### config.mk
export PLATFORM = sky130hd
export DESIGN_NAME = morse_symbol_decoder_flat
export DESIGN_NICKNAME = d
export VERILOG_FILES = /design/src/rtl/morse_symbol_decoder_if.sv /design/src/rtl/morse_symbol_decoder.sv /design/src/flat_wrapper.sv
export SDC_FILE = /design/constraint.sdc
export NUM_CORES = 1
export LEC_CHECK = 0
export ABC_AREA = 1
export CAP_MARGIN = 10
export CORE_UTILIZATION = 45
export CTS_BUF_LIST = sky130_fd_sc_hd__clkbuf_8
export DETAILED_ROUTE_END_ITERATION = 8
export HOLD_SLACK_MARGIN = 0.08
export PLACE_DENSITY_LB_ADDON = 0.05
export SYNTH_ARGS = -nofsm -noshare
export SYNTH_HDL_FRONTEND = slang
export SYNTH_SLANG_ARGS = --single-unit
### constraint.sdc
create_clock -name clk -period 3.32 [get_ports clk]
set_input_delay 0.664 -clock clk [delete_from_list [all_inputs] [get_ports clk]]
set_output_delay 0.664 -clock clk [all_outputs]
set_load 0.03 [all_outputs]
### src/rtl/morse_symbol_decoder_if.sv
// Keyer-side and consumer-side signals of the Morse symbol decoder.
// The decoder takes the slave view and the driving environment takes the master view.
interface morse_symbol_decoder_if #(
    parameter int MAX_SYM = 6
);
    logic               key_in;
    logic               out_valid;
    logic               out_ready;
    logic [2:0]         out_len;
    logic [MAX_SYM-1:0] out_pattern;
    logic               out_err;
    logic               overflow;
    logic               busy;

    modport master (
        output key_in, out_ready,
        input  out_valid, out_len, out_pattern, out_err, overflow, busy
    );

    modport slave (
        input  key_in, out_ready,
        output out_valid, out_len, out_pattern, out_err, overflow, busy
    );
endinterface

### src/rtl/morse_symbol_decoder.sv
// Morse symbol decoder.
// Times key marks and spaces in units of TICK_DIV cycles, classifies each mark
// as a dit or a dash, and groups the symbols into letters. Completed letters and
// word-space markers are queued in a small first-word-fall-through FIFO.
module morse_symbol_decoder #(
    parameter int TICK_DIV   = 1,
    parameter int DIT_MAX    = 7,
    parameter int GLITCH     = 1,
    parameter int LETTER_GAP = 15,
    parameter int WORD_GAP   = 40,
    parameter int MAX_SYM    = 6,
    parameter int FIFO_DEPTH = 4
) (
    input logic                   clk,
    input logic                   rst,
    morse_symbol_decoder_if.slave bus
);
    localparam logic [1:0] S_IDLE  = 2'd0;
    localparam logic [1:0] S_MARK  = 2'd1;
    localparam logic [1:0] S_SPACE = 2'd2;

    localparam int PW = (TICK_DIV > 1) ? $clog2(TICK_DIV) : 1;
    localparam int AW = (FIFO_DEPTH > 1) ? $clog2(FIFO_DEPTH) : 1;
    localparam int CW = $clog2(FIFO_DEPTH) + 1;

    localparam logic [PW-1:0] PRE_LAST = PW'(TICK_DIV - 1);
    localparam logic [15:0]   GLITCH_U = 16'(GLITCH);
    localparam logic [15:0]   DIT_U    = 16'(DIT_MAX);
    localparam logic [15:0]   LG_U     = 16'(LETTER_GAP);
    localparam logic [15:0]   WG_U     = 16'(WORD_GAP);
    localparam logic [2:0]    LEN_MAX  = 3'(MAX_SYM);
    localparam logic [AW-1:0] PTR_LAST = AW'(FIFO_DEPTH - 1);
    localparam logic [CW-1:0] CNT_FULL = CW'(FIFO_DEPTH);

    typedef struct packed {
        logic [2:0]         len;
        logic [MAX_SYM-1:0] pat;
        logic               err;
    } entry_t;

    logic [1:0]         r_state, w_state_nxt;
    logic               r_key_prev;
    logic [PW-1:0]      r_presc;
    logic [15:0]        r_dur, r_gap;
    logic [2:0]         r_len, w_len_nxt;
    logic [MAX_SYM-1:0] r_pat, w_pat_nxt;
    logic               r_err, w_err_nxt;
    entry_t             r_mem [FIFO_DEPTH];
    logic [AW-1:0]      r_wr_ptr, r_rd_ptr;
    logic [CW-1:0]      r_count;
    logic               r_ovf;

    logic        w_key, w_chg, w_tick, w_gap_clr, w_push, w_pop, w_full, w_wr, w_valid;
    logic [15:0] w_dur_eff, w_gap_eff;
    entry_t      w_push_ent, w_head;

    function automatic logic [AW-1:0] ptr_inc(input logic [AW-1:0] p);
        return (p == PTR_LAST) ? '0 : p + AW'(1);
    endfunction

    assign w_key  = bus.key_in;
    assign w_chg  = w_key ^ r_key_prev;
    assign w_tick = (r_presc == PRE_LAST);
    // Counts as they stand including this cycle's tick; decisions use these so
    // an N-cycle mark reads as N at its falling edge.
    assign w_dur_eff = (w_tick && r_dur != 16'hFFFF) ? r_dur + 16'd1 : r_dur;
    assign w_gap_eff = (w_tick && r_gap != 16'hFFFF) ? r_gap + 16'd1 : r_gap;

    // Previous key level, used to spot level changes
    always_ff @(posedge clk) begin
        if (rst) r_key_prev <= 1'b0;
        else     r_key_prev <= w_key;
    end

    // Unit prescaler, restarted on every key edge and while idle
    always_ff @(posedge clk) begin
        if (rst || r_state == S_IDLE || w_chg || w_tick) r_presc <= '0;
        else                                            r_presc <= r_presc + PW'(1);
    end

    // Length of the current key level, in units
    always_ff @(posedge clk) begin
        if (rst || r_state == S_IDLE || w_chg) r_dur <= '0;
        else                                   r_dur <= w_dur_eff;
    end

    // Units since the last accepted mark; keeps running through discarded glitches
    always_ff @(posedge clk) begin
        if (rst || r_state == S_IDLE || w_gap_clr) r_gap <= '0;
        else                                       r_gap <= w_gap_eff;
    end

    // Symbol classification, letter assembly and gap decisions
    always_comb begin
        w_state_nxt = r_state;
        w_len_nxt   = r_len;
        w_pat_nxt   = r_pat;
        w_err_nxt   = r_err;
        w_gap_clr   = 1'b0;
        w_push      = 1'b0;
        w_push_ent  = '0;
        case (r_state)
            S_IDLE: begin
                if (w_key) w_state_nxt = S_MARK;
            end
            S_MARK: begin
                if (!w_key) begin
                    if (w_dur_eff < GLITCH_U) begin
                        w_state_nxt = (r_len == 3'd0) ? S_IDLE : S_SPACE;
                    end else begin
                        w_state_nxt = S_SPACE;
                        w_gap_clr   = 1'b1;
                        if (r_len == LEN_MAX) begin
                            w_err_nxt = 1'b1;
                        end else begin
                            for (int i = 0; i < MAX_SYM; i++)
                                if (r_len == 3'(i)) w_pat_nxt[i] = (w_dur_eff > DIT_U);
                            w_len_nxt = r_len + 3'd1;
                        end
                    end
                end
            end
            S_SPACE: begin
                if (w_key) begin
                    w_state_nxt = S_MARK;
                end else if (w_gap_eff >= LG_U && r_len != 3'd0) begin
                    w_push     = 1'b1;
                    w_push_ent = {r_len, r_pat, r_err};
                    w_len_nxt  = 3'd0;
                    w_pat_nxt  = '0;
                    w_err_nxt  = 1'b0;
                end else if (w_gap_eff >= WG_U) begin
                    w_push      = 1'b1;
                    w_state_nxt = S_IDLE;
                end
            end
            default: w_state_nxt = S_IDLE;
        endcase
    end

    // FSM and letter registers
    always_ff @(posedge clk) begin
        if (rst) begin
            r_state <= S_IDLE;
            r_len   <= 3'd0;
            r_pat   <= '0;
            r_err   <= 1'b0;
        end else begin
            r_state <= w_state_nxt;
            r_len   <= w_len_nxt;
            r_pat   <= w_pat_nxt;
            r_err   <= w_err_nxt;
        end
    end

    // A pop frees a slot in the same cycle, so a push into a full FIFO that is
    // being drained still lands.
    assign w_valid = (r_count != '0);
    assign w_pop   = w_valid && bus.out_ready;
    assign w_full  = (r_count == CNT_FULL);
    assign w_wr    = w_push && (!w_full || w_pop);

    // Entry storage; outputs are gated by valid so no reset is needed here
    always_ff @(posedge clk) begin
        if (w_wr) r_mem[r_wr_ptr] <= w_push_ent;
    end

    // Pointers, occupancy and sticky overflow
    always_ff @(posedge clk) begin
        if (rst) begin
            r_wr_ptr <= '0;
            r_rd_ptr <= '0;
            r_count  <= '0;
            r_ovf    <= 1'b0;
        end else begin
            if (w_wr)  r_wr_ptr <= ptr_inc(r_wr_ptr);
            if (w_pop) r_rd_ptr <= ptr_inc(r_rd_ptr);
            case ({w_wr, w_pop})
                2'b10:   r_count <= r_count + CW'(1);
                2'b01:   r_count <= r_count - CW'(1);
                default: r_count <= r_count;
            endcase
            if (w_push && !w_wr) r_ovf <= 1'b1;
        end
    end

    assign w_head          = r_mem[r_rd_ptr];
    assign bus.out_valid   = w_valid;
    assign bus.out_len     = w_valid ? w_head.len : 3'd0;
    assign bus.out_pattern = w_valid ? w_head.pat : '0;
    assign bus.out_err     = w_valid ? w_head.err : 1'b0;
    assign bus.overflow    = r_ovf;
    assign bus.busy        = (r_state != S_IDLE);
endmodule

### src/flat_wrapper.sv
// flat-port wrapper written by rule: the top's interface ports become plain ports
module morse_symbol_decoder_flat 
#(
    parameter int TICK_DIV   = 1,
    parameter int DIT_MAX    = 7,
    parameter int GLITCH     = 1,
    parameter int LETTER_GAP = 15,
    parameter int WORD_GAP   = 40,
    parameter int MAX_SYM    = 6,
    parameter int FIFO_DEPTH = 4
)
  (clk, rst, bus_key_in, bus_out_ready, bus_out_valid, bus_out_len, bus_out_pattern, bus_out_err, bus_overflow, bus_busy);
  morse_symbol_decoder_if #(.MAX_SYM(MAX_SYM)) bus_i ();
  input logic clk;
  input logic rst;
  input wire logic [$bits(bus_i.key_in)-1:0] bus_key_in;
  input wire logic [$bits(bus_i.out_ready)-1:0] bus_out_ready;
  output wire logic [$bits(bus_i.out_valid)-1:0] bus_out_valid;
  output wire logic [$bits(bus_i.out_len)-1:0] bus_out_len;
  output wire logic [$bits(bus_i.out_pattern)-1:0] bus_out_pattern;
  output wire logic [$bits(bus_i.out_err)-1:0] bus_out_err;
  output wire logic [$bits(bus_i.overflow)-1:0] bus_overflow;
  output wire logic [$bits(bus_i.busy)-1:0] bus_busy;
  assign bus_i.key_in = bus_key_in;
  assign bus_i.out_ready = bus_out_ready;
  assign bus_out_valid = bus_i.out_valid;
  assign bus_out_len = bus_i.out_len;
  assign bus_out_pattern = bus_i.out_pattern;
  assign bus_out_err = bus_i.out_err;
  assign bus_overflow = bus_i.overflow;
  assign bus_busy = bus_i.busy;
  morse_symbol_decoder #(.TICK_DIV(TICK_DIV), .DIT_MAX(DIT_MAX), .GLITCH(GLITCH), .LETTER_GAP(LETTER_GAP), .WORD_GAP(WORD_GAP), .MAX_SYM(MAX_SYM), .FIFO_DEPTH(FIFO_DEPTH)) u_core (.clk(clk), .rst(rst), .bus(bus_i));
endmodule
==> impl_metrics.csv <==
group,metric,value,unit
run_status,status,"finished clean",
drt,ant_nets,0,
placed_design,place_congestion,0.900,
power_and_ir_drop,pwr-share-clk,41.8,%
clocking,cts_tree,"done",
global_route,grt_util_met1,25.8,%
setup_path,path_class,"reg -> reg",
floorplan,die_w,109,um
synthesis,yosys_warnings,0,
synthesis,synth_area_leaders,"edfxtp_1 23%, dfxtp_1 22%, nand2_1 12%",
drt,vias,4225,
sta,final.period_utilization,91.3,%
floorplan,core_area,11000,um2
clocking,hold_buffers,0,
power_and_ir_drop,p_leak,2.34,nW
finish,regArea,2330,um2
setup_path,path_max_fanout,9,
sta,hold_viol_final,0,
power_and_ir_drop,powerDensity,410,nW/um2
synthesis,synthCells,700,
synthesis,synthAdderAreaFrac,3.54,%
synthesis,synth_top_family_by_area,"simple AND/OR/NAND/NOR gates",
drt,wl_per_cell,12.3,um
finish,multi_input_area,2480,um2
worst_hold_path,hold_path.class,"reg -> reg",
global_route,grt_pass1_wl,17800,um
power_and_ir_drop,p_sw_share,22.1,%
synthesis,syn_avg_cell_area,7.38,um2
global_route,grt_pass1_vias,3760,
synthesis,synth-simple-area-share,32.0,%
setup_path,arrival,3.29,ns
setup_path,cp_num_buf_inv,2,
finish,drive_above_1_share,10.4,%
placed_design,dp_hpwl,7810,um
sta,finalCriticalPeriod,3.03,ns
clocking,clk_latency,0.36,ns
clocking,cts_sinks,96,
floorplan,die-area,11900,um2
sta,maxSlewHeadroom,55.0,%
synthesis,synth_compound_area_share,9.25,%
synthesis,synth-xor-area-share,2.20,%
synthesis,syn_area,5170,um2
placed_design,port_buffers,16,
clocking,clockBufferDepth,2,
drt,wl,10700,um
setup_path,crit_chain,"ha_2 > nand2_1 > nor2_2 > nand2_4 > nor2_4 > nor2_4 > buf_4 > nand2_1 > nand2_1 > nor2_1 > nand2_1 > nor2_2 > nand2_2 > nand3_2 > nand2_1 > nand2_2 > ha_1 > inv_1 > fa_2 > a21oi_1 > o21ai_1 > o21ai_1 > a21oi_1",
drt,first_pass_iters,4,
setup_path,crit_slowest_cell,"dfxtp_2",
sta,fin_skew,0.0173,ns
clocking,ctsResizeCount,0,
finish,nFillCells,1086,
synthesis,synthMuxAreaShare,0,%
global_route,overflow,0,
setup_path,slowest_delay,0.37,ns
floorplan,rows,38,
synthesis,synthArstFlopShare,0,%
setup_path,crit_path_end_kind,"register",
global_route,busiest_layer,"met2",
setup_path,worstReg2RegStart,"u_core.r_gap[0]$_SDFF_PP0_",
synthesis,yosysTopAreaCellShare,23.2,%
setup_path,crit_family,"simple AND/OR/NAND/NOR gates",
clocking,root_buffer,"clkbuf_8",
sta,max_slew.worst_pin.slew,0.673,ns
global_route,antenna_found_initial,0,
power_and_ir_drop,p_comb_share,6.2,%
power_and_ir_drop,seqPwrFrac,52.0,%
setup_path,startpoint_type,"register",
drt,viasPerCell,4.86,
drt,drt_iter0_markers,221,
synthesis,synthDistinctLibCells,34,
finish,nets,743,
floorplan,ios,17,
drt,drc,0,
floorplan,start_util,46.8,%
finish,diodes,0,
clocking,numCtsBuffers,9,
worst_hold_path,worstHoldStart,"u_core.r_err$_SDFFE_PP0P_",
finish,area_growth_syn_to_layout,12.5,%
synthesis,synth_seq_cells,96,
sta,rsz0062_at_grt,"yes",
clocking,htreeDepth,3,
run,cap_violations,0,
synthesis,synth_edf_count,40,
floorplan,dieHeight,109,um
sta,fmax,330,MHz
setup_path,startpoint,"u_core.r_gap[0]$_SDFF_PP0_",
power_and_ir_drop,peakVddDrop,0.000209,V
finish,final_cell_mix,"168 x nand2_1, 139 x nor2_1, 78 x inv_1, 53 x dfxtp_1, 40 x edfxtp_1",
synthesis,syn-num-nets,718,
finish,final_common_cell,"nand2_1",
sta,holdWs,0.460,ns
global_route,grtUsageMet2,32.1,%
power_and_ir_drop,internal_power,0.00186,W
setup_path,crit_required,3.58,ns
setup_path,cp_common_cell,"nand2_1",
power_and_ir_drop,p_sw,0.000527,W
global_route,grt_usage,19.3,%
sta,setup_viol,0,
synthesis,ys.flop_type,"dfxtp_1",
global_route,grtUsageMet3,2.51,%
sta,finalMaxSlewViolations,0,
global_route,grt_max_degree,23,
synthesis,yosys.area.top_type,"edfxtp_1",
clocking,postCtsSetupRepairBufs,0,
clocking,path_clk_slew,0.09,ns
sta,setup-tns-final,0,ns
synthesis,ys_seq_area_share,44.9,%
[metal layers]
layer | vias to the layer above | part of all wire [%]
met2 | 47 | 47
met1 | 1892 | 49
met5 | - | 0
met4 | 0 | 1.3
met3 | 11 | 2.2
li1 | 2275 | -
[per-stage QoR]
stage	util (%)	total power (W)	setup WS, ns	instance area [um2]	std cells
2_1_floorplan	-	0.00138	0.335	5170	700
3_3_place_gp	49.8	0.00141	0.178	5500	854
3_5_place_dp	49.8	0.00141	0.0528	5500	854
4_1_cts	52.2	0.00241	0.0409	5760	870
5_1_grt	52.7	0.00248	0.00301	5810	870
6_report	52.7	0.00239	0.287	5810	870
[registers in the layout, summed over array words and instances (netlist names), named ones only]
| signal | flops |
|---|---|
| u_core.r_mem | 40 |
| u_core.r_pat | 6 |
| u_core.r_presc | 1 |
| u_core.r_wr_ptr | 2 |
| u_core.r_key_prev | 1 |
| u_core.r_err | 1 |
| u_core.r_gap | 16 |
| u_core.r_dur | 16 |
| u_core.r_len | 3 |
| u_core.r_state | 2 |
| u_core.r_rd_ptr | 2 |
| u_core.r_count | 3 |
| u_core.bus.overflow | 1 |
[layout make-up]
type	instances	area share (%)
clock buffer	9	2.13
timing repair buffer	30	4.56
clock inverter	7	2.43
multi-input combinational	507	42.6
inverter	81	5.23
tap	140	3.01
sequential	96	40.0
[worst paths after layout]
kind / end / slack (ns) / cells after the start
setup / recovery: u_core.r_count[2]$_SDFFE_PP0P_ / 0.29 / 23
hold / removal: u_core.r_err$_SDFFE_PP0P_ / 0.46 / 2
setup reg to reg: u_core.r_count[2]$_SDFFE_PP0P_ / 0.29 / 23
hold reg to reg: u_core.r_err$_SDFFE_PP0P_ / 0.46 / 2
[cell usage after synthesis, drive strengths merged, types with 2 or more instances]
cell	count
a21boi	2
nand3	37
edfxtp	40
clkbuf	7
xor2	10
a21oi	38
inv	78
clkinv	3
ha	13
nand2	175
nor2	161
o21bai	2
nand3b	3
xnor2	3
o21ai	42
buf	9
dfxtp	56
nand4	15
[worst reg2reg max path, cell delays in order, from the launching register on]
cell,delay [ns]
dfxtp_2,0.37
ha_2,0.19
nand2_1,0.07
nor2_2,0.15
nand2_4,0.10
nor2_4,0.12
nor2_4,0.07
buf_4,0.16
nand2_1,0.09
nand2_1,0.06
nor2_1,0.09
nand2_1,0.06
nor2_2,0.14
nand2_2,0.08
nand3_2,0.07
nand2_1,0.08
nand2_2,0.07
ha_1,0.14
inv_1,0.07
fa_2,0.34
a21oi_1,0.14
o21ai_1,0.09
o21ai_1,0.13
a21oi_1,0.05
[power groups by stage]
stage | Clock (W) | Sequential, W | Combinational [W]
3_5_place_dp | 0 | 0.00127 | 0.000147
3_3_place_gp | 0 | 0.00127 | 0.000145
4_1_cts | 0.00102 | 0.00124 | 0.000148
5_1_grt | 0.00106 | 0.00124 | 0.000169
6_report | 0.000998 | 0.00124 | 0.000148
2_1_floorplan | 0 | 0.00126 | 0.000114
[logic make-up after synthesis]
kind of cell,after synthesis
flops,96
buf+inv,97
xor+xnor,13
simple gates,393
fa+ha+maj,14
compound gates,86
other cells,1
Power figures use the tool's default switching activity.
